<file path="config.mk">
export PLATFORM = sky130hd
export DESIGN_NAME = multiplier_thirtytwo_bit
export DESIGN_NICKNAME = d
export VERILOG_FILES = /design/src/rtl/multiplier_thirtytwo_bit.sv
export SDC_FILE = /design/constraint.sdc
export NUM_CORES = 1
export LEC_CHECK = 0
export BUFFER_PORTS_ARGS = -buffer_cell sky130_fd_sc_hd__buf_2
export CAP_MARGIN = 25
export CELL_PAD_IN_SITES_DETAIL_PLACEMENT = 0
export CELL_PAD_IN_SITES_GLOBAL_PLACEMENT = 1
export CORE_MARGIN = 5
export CORE_UTILIZATION = 35
export DETAILED_ROUTE_END_ITERATION = 8
export PLACE_DENSITY_LB_ADDON = 0.1
export SKIP_CTS_REPAIR_TIMING = 1
export SYNTH_ARGS = -nofsm -noshare
export SYNTH_HDL_FRONTEND = slang
export SYNTH_SLANG_ARGS = --single-unit
</file>
<file path="constraint.sdc">
create_clock -name clk -period 3.9 [get_ports clk]
set_input_delay 0.585 -clock clk [delete_from_list [all_inputs] [get_ports clk]]
set_output_delay 0.585 -clock clk [all_outputs]
set_load 0.005 [all_outputs]
</file>
<file path="src/rtl/multiplier_thirtytwo_bit.sv">
// ---------------------------------------------------------------------------
// multiplier_thirtytwo_bit
//   Sequential 32x32 -> 64-bit multiplier (MULT / MULTU), radix-2 shift-add.
//   Fixed latency: 33 clocks from the start-sampling edge to the edge that
//   raises done. Signed operands are reduced to magnitudes up front and the
//   product is conditionally negated in a single FIXSIGN cycle.
//
// Parameters
//   SIGNED_EN : 1 = honour is_signed, 0 = every operation is unsigned
//
// Ports
//   clk       in   1   clock, rising edge
//   rst_n     in   1   asynchronous active-low reset
//   start     in   1   request a multiply (accepted only in IDLE)
//   is_signed in   1   1 = two's complement, 0 = unsigned
//   inp0      in   32  multiplicand
//   inp1      in   32  multiplier
//   busy      out  1   operation in progress
//   done      out  1   one-cycle pulse, hi/lo valid
//   hi        out  32  upper half of product
//   lo        out  32  lower half of product
// ---------------------------------------------------------------------------

// 32-bit adder used by the shift-add datapath; cout is the 65th acc bit.
module full_adder_thirtytwo_bit (
    input  logic [31:0] a,
    input  logic [31:0] b,
    input  logic        cin,
    output logic [31:0] sum,
    output logic        cout
);
    assign {cout, sum} = {1'b0, a} + {1'b0, b} + {32'd0, cin};
endmodule

module multiplier_thirtytwo_bit #(
    parameter int SIGNED_EN = 1
) (
    input  logic        clk,
    input  logic        rst_n,
    input  logic        start,
    input  logic        is_signed,
    input  logic [31:0] inp0,
    input  logic [31:0] inp1,
    output logic        busy,
    output logic        done,
    output logic [31:0] hi,
    output logic [31:0] lo
);

    typedef enum logic [1:0] {IDLE, CALC, FIXSIGN, DONE} state_t;

    state_t      state, next_state;
    logic [4:0]  cnt;
    logic [31:0] mcand;
    logic [31:0] acc_hi;
    logic [31:0] acc_lo;   // starts as the multiplier, fills with product LSBs
    logic        neg;

    logic        use_signed;
    logic [31:0] abs0, abs1;
    logic [31:0] add_b;
    logic [31:0] add_sum;
    logic        add_cout;
    logic [63:0] prod, prod_fix;

    // 0x80000000 negates to itself, which is exactly its unsigned magnitude.
    assign use_signed = (SIGNED_EN != 0) && is_signed;
    assign abs0       = (use_signed && inp0[31]) ? (~inp0 + 32'd1) : inp0;
    assign abs1       = (use_signed && inp1[31]) ? (~inp1 + 32'd1) : inp1;

    assign add_b = acc_lo[0] ? mcand : 32'd0;

    full_adder_thirtytwo_bit u_add (
        .a    (acc_hi),
        .b    (add_b),
        .cin  (1'b0),
        .sum  (add_sum),
        .cout (add_cout)
    );

    assign prod     = {acc_hi, acc_lo};
    assign prod_fix = neg ? (~prod + 64'd1) : prod;

    assign busy = (state != IDLE);
    assign done = (state == DONE);

    // State register
    always_ff @(posedge clk or negedge rst_n) begin
        if (!rst_n) state <= IDLE;
        else        state <= next_state;
    end

    // Next-state logic
    always_comb begin
        next_state = state;
        case (state)
            IDLE:    if (start) next_state = CALC;
            CALC:    if (cnt == 5'd31) next_state = FIXSIGN;
            FIXSIGN: next_state = DONE;
            DONE:    next_state = IDLE;
            default: next_state = IDLE;
        endcase
    end

    // Datapath
    always_ff @(posedge clk or negedge rst_n) begin
        if (!rst_n) begin
            cnt    <= 5'd0;
            mcand  <= 32'd0;
            acc_hi <= 32'd0;
            acc_lo <= 32'd0;
            neg    <= 1'b0;
            hi     <= 32'd0;
            lo     <= 32'd0;
        end else begin
            case (state)
                IDLE: begin
                    if (start) begin
                        cnt    <= 5'd0;
                        mcand  <= abs0;
                        acc_hi <= 32'd0;
                        acc_lo <= abs1;
                        neg    <= use_signed & (inp0[31] ^ inp1[31]);
                    end
                end
                CALC: begin
                    // add-then-shift of the 65-bit {cout, sum, acc_lo}
                    {acc_hi, acc_lo} <= {add_cout, add_sum, acc_lo[31:1]};
                    cnt              <= cnt + 5'd1;
                end
                FIXSIGN: begin
                    {acc_hi, acc_lo} <= prod_fix;
                    hi               <= prod_fix[63:32];
                    lo               <= prod_fix[31:0];
                end
                default: ;
            endcase
        end
    end

endmodule
</file>
==> impl_metrics.csv <==
group,metric,value,unit
critical_path,cp-end-kind,"flip-flop",
drt,met1_length,21500,um
yosys,synth_edf_count,0,
timing,relSlewSlack,0.369,
drt,vias,11300,
drt,highest_layer,"met4",
drt,wl_per_cell,19.5,um
run,cap_violations,0,
power,power_switching,5680,uW
status,status,"finished clean",
critical_path,rrSetupSlack,380,ps
drt,ant_nets,0,
floorplan,dieArea,38500,sq um
floorplan,num_rows,68,
power,power.static_leakage,0.00602,uW
critical_path,crit_fanout,16,
power,power.share.clock,0.149,
cells_and_area,sequential_cell_area,4210,sq um
timing,rsz0062_at_grt,"no",
critical_path,worstReg2RegEnd,"acc_hi[30]",
placement,hpwlAfterDp,29800,um
yosys,synth_flop_cell,"dfrtp_1",
floorplan,start_util,0.353,
global_routing,antenna_found_initial,0,
timing,finalSetupViolCount,0,
yosys,seq_area_frac_synth,0.347,
yosys,synth.avg_cell_area,8.11,sq um
global_routing,grt_start_max_net_pins,96,
clocking,tritoncts,"done",
critical_path,required,4230,ps
critical_path,r2r_start,"acc_lo[1]",
clocking,clkSinkCount,168,
power,power_frac_comb,0.555,
yosys,synth.distinct_cells,72,
yosys,synthTopCellsByArea,"dfrtp_1 35%, a21oi_1 6.6%, o21ai_0 6.4%",
drt,wl_met2,16000,um
timing,max_clock_freq,284,MHz
power,fin_total_pwr,11600,uW
placement,numPortBuffers,133,
drt,drc,0,
yosys,syn_inst,1495,
power,p_seq_frac,0.297,
placement,routabilityCongestion,0.866,
timing,finClkSkew,12.9,ps
timing,worst_pin_slew,947,ps
floorplan,die_w,196,um
timing,hold_violations,0,
critical_path,reg2reg_depth,9,
critical_path,startpoint_type,"flip-flop",
power,sw_frac_of_total,0.488,
timing,holdWs,169,ps
yosys,yosys_warnings,0,
hold_path,hold_class,"in -> async",
global_routing,track_usage,0.204,
critical_path,critPathKind,"reg -> reg",
timing,fin_crit_sh,0.902,
yosys,synth_area_leader_cell,"dfrtp_1",
cells_and_area,multi_input_area,7350,sq um
drt,vias_per_cell,5.48,
cells_and_area,area_growth,14.5,%
yosys,synth_top_area_frac,0.347,
power,p_per_area,838,nW/um^2
yosys,async_reset_ff_frac,1.00,
cells_and_area,diodes,0,
drt,drt_iter0_markers,804,
timing,tns,0,ps
global_routing,gr-total-overflow,0,
floorplan,die_h,196,um
drt,dr.pass1.iters,5,
yosys,synth_nets,1605,
power,intPower,5960,uW
global_routing,grt_pass1_vias,10400,
clocking,clk_pin_slew,70,ps
critical_path,critPathArrivalTime,3840,ps
clocking,cts_buffers,17,
cells_and_area,drive_gt1_frac,0.138,
floorplan,ioPinCount,134,
timing,drv_slew,0,
floorplan,coreArea,34400,sq um
clocking,h-tree-depth,4,
global_routing,grt_pass1_wl,62400,um
clocking,clock_latency,450,ps
yosys,ys_ff_latch,168,
power,max-vdd-ir-drop,363,uV
yosys,synth_area,12100,sq um
timing,finalCriticalPeriod,3520,ps
cells_and_area,nNetsFinal,1699,
cells_and_area,fill_cells,3637,
drt,wl,40000,um
drt,dr_wl_met3,2140,um
clocking,cts_root_buffer,"clkbuf_16",
clocking,clockBufferDepth,2,
## cell type report
cell class                      instances  share of cell area
Clock buffer                           19              0.0312
Clock inverter                         10             0.00946
Inverter                               60              0.0162
Multi-Input combinational cell       1171               0.529
Sequential cell                       168               0.303
Tap cell                              455              0.0410
Timing Repair Buffer                  171              0.0698
## routing by layer
| layer | track usage | vias up |
|---|---|---|
| met5 | 0 | - |
| met1 | 0.332 | 5376 |
| met3 | 0.0338 | 27 |
| li1 | - | 5559 |
| met2 | 0.281 | 291 |
| met4 | 0.0398 | 0 |
## cells in the mapped netlist (9+ instances only)
| cell type | instances |
|---|---|
| a21o_1 | 32 |
| a21oi_1 | 160 |
| a221oi_1 | 11 |
| a22oi_1 | 9 |
| a31oi_1 | 12 |
| and2_1 | 38 |
| and3_1 | 9 |
| buf_1 | 10 |
| clkbuf_1 | 82 |
| dfrtp_1 | 168 |
| ha_1 | 41 |
| inv_1 | 59 |
| nand2_1 | 149 |
| nand3_1 | 29 |
| nand4_1 | 9 |
| nor2_1 | 116 |
| nor3_1 | 30 |
| nor4_1 | 16 |
| o21ai_0 | 155 |
| o31ai_1 | 26 |
| o41ai_1 | 11 |
| or3_1 | 24 |
| or4_1 | 20 |
| xnor2_1 | 84 |
| xor2_1 | 61 |
## per-stage QoR
step	instance area [sq um]	util	setup slack, ps	cells
global placement	13300	0.388	440	2025
global route	13900	0.404	246	2054
CTS	13900	0.404	367	2054
floorplan	12100	-	551	1495
detailed placement	13300	0.388	388	2025
finish	13900	0.404	383	2054
## worst max-delay path, cell delays in order (launching register included)
cell	delay [ps]
dfrtp_1	390
inv_1	110
ha_1	170
or3b_1	430
or4_1	590
or4_4	720
o41ai_4	260
xor2_1	220
o221ai_1	130
or3b_1	380
## cell families after synthesis
group | Yosys count | synth area share
AOI/OAI and AO/OA | 504 | 0.261
and+or+nand+nor | 471 | 0.187
DFF | 168 | 0.347
buffers and inverters | 156 | 0.0492
xor gates and xnor gates | 145 | 0.105
adders and majority gates | 42 | 0.0440
muxes | 9 | 0.00794
## state kept, by name, indices dropped and copies added, names as in the netlist
register	count
mcand	32
cnt	5
acc_hi	32
acc_lo	32
state	2
neg	1
lo	32
hi	32
## placed cells by master (no fill, tap or decap), drive strengths merged, types with 32 or more instances in the layout
cell,synthesis,routed
a21o,32,32
a21oi,160,160
and2,38,38
buf,14,171
dfrtp,168,168
ha,41,41
inv,59,59
nand2,149,149
nor2,116,116
o21ai,156,156
xnor2,84,84
xor2,61,61
## worst max path at each step
stage	from	end	slack, ps
after detailed placement	acc_lo[1]	acc_hi[30]	390
after CTS	acc_lo[1]	acc_hi[30]	370
after floorplan	acc_lo[0]	acc_hi[30]	550
after global placement	acc_lo[0]	acc_hi[30]	440
final	acc_lo[1]	acc_hi[30]	380
after global routing	acc_lo[0]	acc_hi[23]	250
## power groups by stage
stage	Sequential, uW	Combinational (uW)	Clock (uW)
floorplan	3160	4440	0
global placement	3470	6380	0
detailed placement	3480	6410	0
CTS	3450	6460	1780
global route	3580	7210	1840
finish	3450	6460	1730
No activity file was read; power rests on OpenSTA's default activity.
